==> src/rtl/fft_magnitude_21bit.sv <==
// Pipelined floor(sqrt(re^2 + im^2)) for the FFT source stream; LATENCY cycles from valid_in to valid_out.
// One sample per clock with no backpressure; magnitude_out holds its value between results.
module fft_magnitude_21bit #(
  parameter int IN_W  = 20,
  parameter int OUT_W = 21
) (
  input  logic             clk,
  input  logic             rst,
  input  logic [IN_W-1:0]  real_in,
  input  logic [IN_W-1:0]  imag_in,
  input  logic             valid_in,
  output logic [OUT_W-1:0] magnitude_out,
  output logic             valid_out
);

  localparam int LATENCY = IN_W + 2;
  localparam int SQ_W    = 2 * IN_W;
  // remainder stays below 2*root+1 < 2^(IN_W+1); two extra bits absorb the per-stage shift
  localparam int REM_W   = IN_W + 3;

  // ---------------------------------------------------------------- squares
  logic [SQ_W-1:0] re_ext;
  logic [SQ_W-1:0] im_ext;
  logic [SQ_W-1:0] re_sq;
  logic [SQ_W-1:0] im_sq;

  // sign-extended operands make the low SQ_W bits of the product the exact square
  assign re_ext = {{IN_W{real_in[IN_W-1]}}, real_in};
  assign im_ext = {{IN_W{imag_in[IN_W-1]}}, imag_in};
  assign re_sq  = re_ext * re_ext;
  assign im_sq  = im_ext * im_ext;

  logic [SQ_W-1:0] re_sq_q;
  logic [SQ_W-1:0] im_sq_q;
  logic [SQ_W-1:0] sum_q;

  always_ff @(posedge clk) begin
    re_sq_q <= re_sq;
    im_sq_q <= im_sq;
    sum_q   <= re_sq_q + im_sq_q;
  end

  // ---------------------------------------------------------------- valid pipe
  logic [LATENCY-1:0] vld_q;

  always_ff @(posedge clk) begin
    if (rst) begin
      vld_q <= '0;
    end else begin
      vld_q <= {vld_q[LATENCY-2:0], valid_in};
    end
  end

  // ---------------------------------------------------------------- square root
  logic [REM_W-1:0] rem_q  [IN_W];
  logic [IN_W-1:0]  root_q [IN_W];
  logic [SQ_W-1:0]  rad_q  [IN_W];

  for (genvar g = 0; g < IN_W; g++) begin : g_sqrt
    logic [REM_W-1:0] rem_prev;
    logic [IN_W-1:0]  root_prev;
    logic [SQ_W-1:0]  rad_prev;
    logic [REM_W-1:0] rem_sh;
    logic [REM_W-1:0] trial;
    logic             take;

    if (g == 0) begin : g_first
      assign rem_prev  = '0;
      assign root_prev = '0;
      assign rad_prev  = sum_q;
    end else begin : g_next
      assign rem_prev  = rem_q[g-1];
      assign root_prev = root_q[g-1];
      assign rad_prev  = rad_q[g-1];
    end

    // bring down the next two radicand bits, MSB pair first
    assign rem_sh = (rem_prev << 2) | REM_W'(rad_prev[SQ_W-1 -: 2]);
    assign trial  = {1'b0, root_prev, 2'b01};
    assign take   = (rem_sh >= trial);

    always_ff @(posedge clk) begin
      rem_q[g]  <= take ? (rem_sh - trial) : rem_sh;
      root_q[g] <= (root_prev << 1) | IN_W'(take);
      rad_q[g]  <= rad_prev << 2;
    end
  end

  // ---------------------------------------------------------------- output
  always_ff @(posedge clk) begin
    if (rst) begin
      valid_out     <= 1'b0;
      magnitude_out <= '0;
    end else begin
      valid_out <= vld_q[LATENCY-1];
      if (vld_q[LATENCY-1]) begin
        magnitude_out <= {{(OUT_W-IN_W){1'b0}}, root_q[IN_W-1]};
      end
    end
  end

endmodule

==> config.mk <==
export PLATFORM = sky130hd
export DESIGN_NAME = fft_magnitude_21bit
export DESIGN_NICKNAME = d
export VERILOG_FILES = /design/src/rtl/fft_magnitude_21bit.sv
export SDC_FILE = /design/constraint.sdc
export NUM_CORES = 2
export LEC_CHECK = 0
export CELL_PAD_IN_SITES_DETAIL_PLACEMENT = 0
export CELL_PAD_IN_SITES_GLOBAL_PLACEMENT = 1
export CORE_UTILIZATION = 30
export DETAILED_ROUTE_END_ITERATION = 16
export GPL_TIMING_DRIVEN = 0
export PLACE_DENSITY_LB_ADDON = 0.2
export SKIP_CTS_REPAIR_TIMING = 1
export SYNTH_ARGS = -nofsm -noshare
export SYNTH_HDL_FRONTEND = slang
export SYNTH_SLANG_ARGS = --single-unit
==> constraint.sdc <==
create_clock -name clk -period 8.05 [get_ports clk]
set_clock_uncertainty 0.2 [all_clocks]
set_input_delay 1.61 -clock clk [delete_from_list [all_inputs] [get_ports clk]]
set_output_delay 1.61 -clock clk [all_outputs]
set_load 0.05 [all_outputs]
Word-level counts from Yosys, hierarchy flattened
Memories as Yosys holds them, arrays and structs flattened. A register that Yosys moved wholly into a read port is not among the register bits.
Index checks and enable logic that the tools add are counted.

operators by class
  multipliers = 2
  equal/unequal tests = 0
  div/mod/pow operators = 0
  reduce and logical (&&, ||, !) cells = 0
  $add $sub $neg = 21
  bitwise logic cells = 38
  mux-type cells = 20
  $lt $le $gt $ge = 20
  shift-type cells = 0

operator list
  operator             count
  $mux 23              20
  $ge 23x22->1         19
  $or 23x2->23         19
  $sub 23x22->23       19
  $or 20x1->20         19
  $mul 20x20->40       2
  $add 40x40->40       1
  $sub 2x1->3 const B  1
  $ge 2x1->1 const B   1

word-level totals
  bits of input ports = 43
  memory bits (writable) = 1620
  bits in latches = 0
  output and inout bits = 22
  ROM bits = 0
  logic and storage cells = 109
  register bits after elaboration = 143
  memories = 3

memories
  memory  words  width  rd ports  clocked after Yosys merged registers in  write ports  RTL line  RTL
  rad_q   20     38     19        0                                        20           57        logic [SQ_W-1:0] rad_q [IN_W];
  rem_q   20     23     19        0                                        20           55        logic [REM_W-1:0] rem_q [IN_W];
  root_q  20     20     20        1                                        20           56        logic [IN_W-1:0] root_q [IN_W];

Longest topological paths before layout
An unclocked memory read counts as a cell.

  depth after elaboration = 4
  mapped depth = 29
  mapped depth without buffers = 27

Least setup slack after synthesis
Ideal clock, no wire load.

  kind = input -> register
  start point = input port imag_in[19]
  end point = register im_sq_q[39]
  path buffers = 2
  stages = 24
  arrival = 8.151 ns
  slack = -0.374 ns
  library setup time = 0.072 ns
  data required time = 7.778 ns
  cell sequence = clkbuf_1 > clkbuf_1 > nand2_1 > fa_1 > inv_1 > fa_1 > inv_1 > fa_1 > inv_1 > fa_1 > fa_1 > fa_1 > inv_1 > fa_1 > inv_1 > ha_1 > and2_1 > and3_1 > a32oi_1 > inv_1 > o31ai_1 > o211ai_1 > a21oi_1 > xnor2_1

on the way
  word-level cells in the longest chain between the ends = 1

RTL lines
  what                    RTL line  RTL
  start: declaration      10        input logic [IN_W-1:0] imag_in,
  $mul 20x20->40          31        assign im_sq = im_ext * im_ext;
  via im_sq[39]           25        logic [SQ_W-1:0] im_sq;
  end signal: assignment  39        im_sq_q <= im_sq;
  end: declaration        34        logic [SQ_W-1:0] im_sq_q;

The timed path passes the listed nets, and every way through them passes these cells.
A chain may end at the register's enable or synchronous reset.

Worst setup path in the final report
  start point = input port real_in[10]
  end point = register re_sq_q[38]

on the way
  word-level cells in the longest chain between the ends = 1

RTL lines
  what                    RTL line  RTL
  start: declaration      9         input logic [IN_W-1:0] real_in,
  $mul 20x20->40          30        assign re_sq = re_ext * re_ext;
  via re_sq[38]           24        logic [SQ_W-1:0] re_sq;
  end signal: assignment  38        re_sq_q <= re_sq;
  end: declaration        33        logic [SQ_W-1:0] re_sq_q;

The timed path passes the listed nets, and every way through them passes these cells.

==> out/qor.yml <==
layout:
  area_growth_pct: 14.3
  drive_gt1_share_pct: 7.05
  final_cells: 9980
  ff_latch_area_um2: 22500
  nets: 8216
  fill_cells: 22500
  multi_input_area_um2: 39400
critical_path:
  timing.rr.start: "root_q[14][3]$_DFF_P_"
  cp-start-kind: "primary input"
  cpPeakStageDelay_ns: 0.53
  critPathKind: "primary input to register"
  crit_chain: "clkbuf_2, clkbuf_4, nand2_1, fa_1, fa_1, inv_1, fa_1, fa_1, inv_1, fa_1, inv_1, fa_1, fa_1, ha_1, inv_1, nor3_4, nand3_2, a31oi_4, o211ai_1, a21oi_2, nor4b_2, a311oi_2, xor2_1"
  cp.arrival_ns: 8.30
  worstSetupEndpointType: "register"
  worstPathMaxFanout: 10
  critPathLaunch: "real_in[10]"
  required_ns: 8.46
  crit_top_cell: "fa_1"
  cp_slowest_cell: "fa_1"
drt:
  wire_per_inst_um: 16.4
  drt_pass1_iterations: 8
  ant_nets: 0
  drc_errors: 0
  drt_iter0_drc: 1783
  postRouteWirelength_um: 163000
  vias: 44100
  viasPerCell: 4.41
clock_network:
  cts_max_level: 3
  cts.sinks: 1124
  cts_buffers: 114
  clock_latency_ns: 0.77
  cts_root_buf: "clkbuf_16"
  path_clk_slew_ns: 0.06
  tritoncts: "done"
  cts_buffer_depth: 3
grt:
  grt_pass1_vias: 46800
  grt_usage_pct: 14.7
  busiest_layer: "met2"
  grt_pass1_wl_um: 259000
  gr-total-overflow: 0
  grt_max_degree: 20
  met2_usage_pct: 27.1
  grtUsageMet1_pct: 18.1
  grt_antenna_before_repair: 6
  grtUsageMet3_pct: 1.89
yosys:
  synth_seq_cells: 1124
  syn-cell-area_um2: 66600
  syn_area_per_cell_um2: 9.94
  synth_top_flop_cell: "dfxtp_1"
  synth-async-reset-ratio_pct: 0
  syn_inst: 6701
  synth_top_area_share_pct: 33.8
  yosysMostFrequentCell: "inv_1"
  yosysTopAreaCell: "dfxtp_1"
  yosys_warnings: 0
  synthTopCellsByArea: "dfxtp_1 (34%), fa_1 (23%), ha_1 (9.1%), inv_1 (6.9%), xnor2_1 (3.0%)"
  yosys-top-cells-count: "inv_1 (1229), dfxtp_1 (1124), fa_1 (767)"
  seq_area_frac_synth_pct: 33.8
  synth_edf_count: 0
  yosysUniqueCellTypes: 76
die:
  core_area_um2: 220000
  dieArea_um2: 224000
  die_y_um: 473
  die_w_um: 473
  start_util_pct: 30.3
  io_pins: 65
  rows: 172
placed_design:
  dp_slack_ns: -2.90
  port_buffers: 58
  dp.cells: 9721
  place.gp.congestion: 0.823
  dp_hpwl_um: 134000
hold_path:
  min-delay-start: "rad_q[3][14]$_DFF_P_"
  hold_class: "register to register"
sta:
  finalCritPeriodShare_pct: 98.0
  slew_headroom_pct: 14.9
  setup_tns_ns: 0
  fin_ws_ns: 0.161
  hold_viol: 0
  drv_slew: 0
  max_slew.worst_pin.slew_ns: 1.27
  maxClockFrequency_ghz: 0.127
  min_period_ns: 7.89
  setup_viol: 0
  hold-worst-slack_ns: 0.0659
  rsz0062_at_grt: "true"
flow_run:
  maxCapViolCount: 0
run_status:
  status: "complete, no violations"
[state kept, by name, summed over array words and instances, names as in the netlist]
signal	count
rad_q	380
rem_q	373
root_q	210
g_sqrt.rad_prev	40
im_sq_q	39
re_sq_q	39
vld_q	22
magnitude_out	20
valid_out	1
[stage by stage]
stage,util [%],area [um^2]
final,34.6,76200
after global routing,34.6,76200
after CTS,34.1,75000
after detailed placement,32.2,71000
after global placement,32.2,71000
after floorplan,-,66700
[layout make-up]
cell class	count	share of cell area (%)
Multi-Input combinational cell	4208	51.8
Tap cell	2958	4.86
Buffer	136	1.21
Clock buffer	161	4.24
Sequential cell	1124	29.5
Clock inverter	51	1.06
Antenna cell	4	0.0131
Timing Repair Buffer	107	1.19
Inverter	1231	6.12
[layout by cell type (no fill, tap or decap), types with 22 or more instances in the layout]
cell type and n:
and3_1 24, mux2_2 26, nand2b_1 65, nor4_1 40
clkbuf_2 28, clkinvlp_4 22, dfxtp_1 1124, or2_2 28
a211oi_1 31, buf_6 31, clkbuf_1 84, nor3_1 104
ha_1 466, o31ai_1 44, a21oi_1 246, inv_1 1215
and2_1 156, nand4_1 35, xor2_1 167, nor2b_1 94
o21a_1 74, mux2i_1 26, nand2_1 502, nand3_1 71
o21ai_0 251, clkbuf_16 114, or3_1 46, fa_1 756
nor2_1 309, clkdlybuf4s50_1 24, buf_4 53, xnor2_1 227
a21o_1 113
[layer usage]
metal  vias to the layer above  part of all wire (%)
li1                      21700                     -
met1                     21600                    43
met2                       540                    51
met3                       193                   3.1
met4                         4                   2.2
met5                         -                 0.011
[critical path: cells and delay by family]
kind                     cells  cell delay, ns
XOR/XNOR                     1            0.21
buffers and inverters        6            0.92
adder cells (fa/ha/maj)      8            3.91
AO/OA/AOI/OAI                4            0.99
AND/OR/NAND/NOR              4            0.64
[final timing paths]
| path | endpoint | slack (ns) | cells past startpoint |
|---|---|---|---|
| worst min-delay path | rad_q[4][16]$_DFF_P_ | 0.07 | 0 |
| worst max register to register | rem_q[15][1]$_DFF_P_ | 3.66 | 11 |
| worst max-delay path | re_sq_q[38]$_DFF_P_ | 0.16 | 23 |
| worst min register to register | rad_q[4][16]$_DFF_P_ | 0.07 | 0 |
[cells by family (layout without fill, tap and decap cells)]
group | Yosys count | in the layout | synth area share, %
xor+xnor | 394 | 394 | 5.18
compound gates | 955 | 955 | 8.97
fa+ha+maj | 1251 | 1251 | 32.1
mux | 52 | 52 | 0.830
flops | 1124 | 1124 | 33.8
buf+inv | 1372 | 1686 | 7.75
other cells | 1 | 8 | 0.00563
simple gates | 1552 | 1552 | 11.4
Power is left out: the tool's default activity adds up to more than one toggle a clock period on the data nets, which glitch-free logic cannot reach.
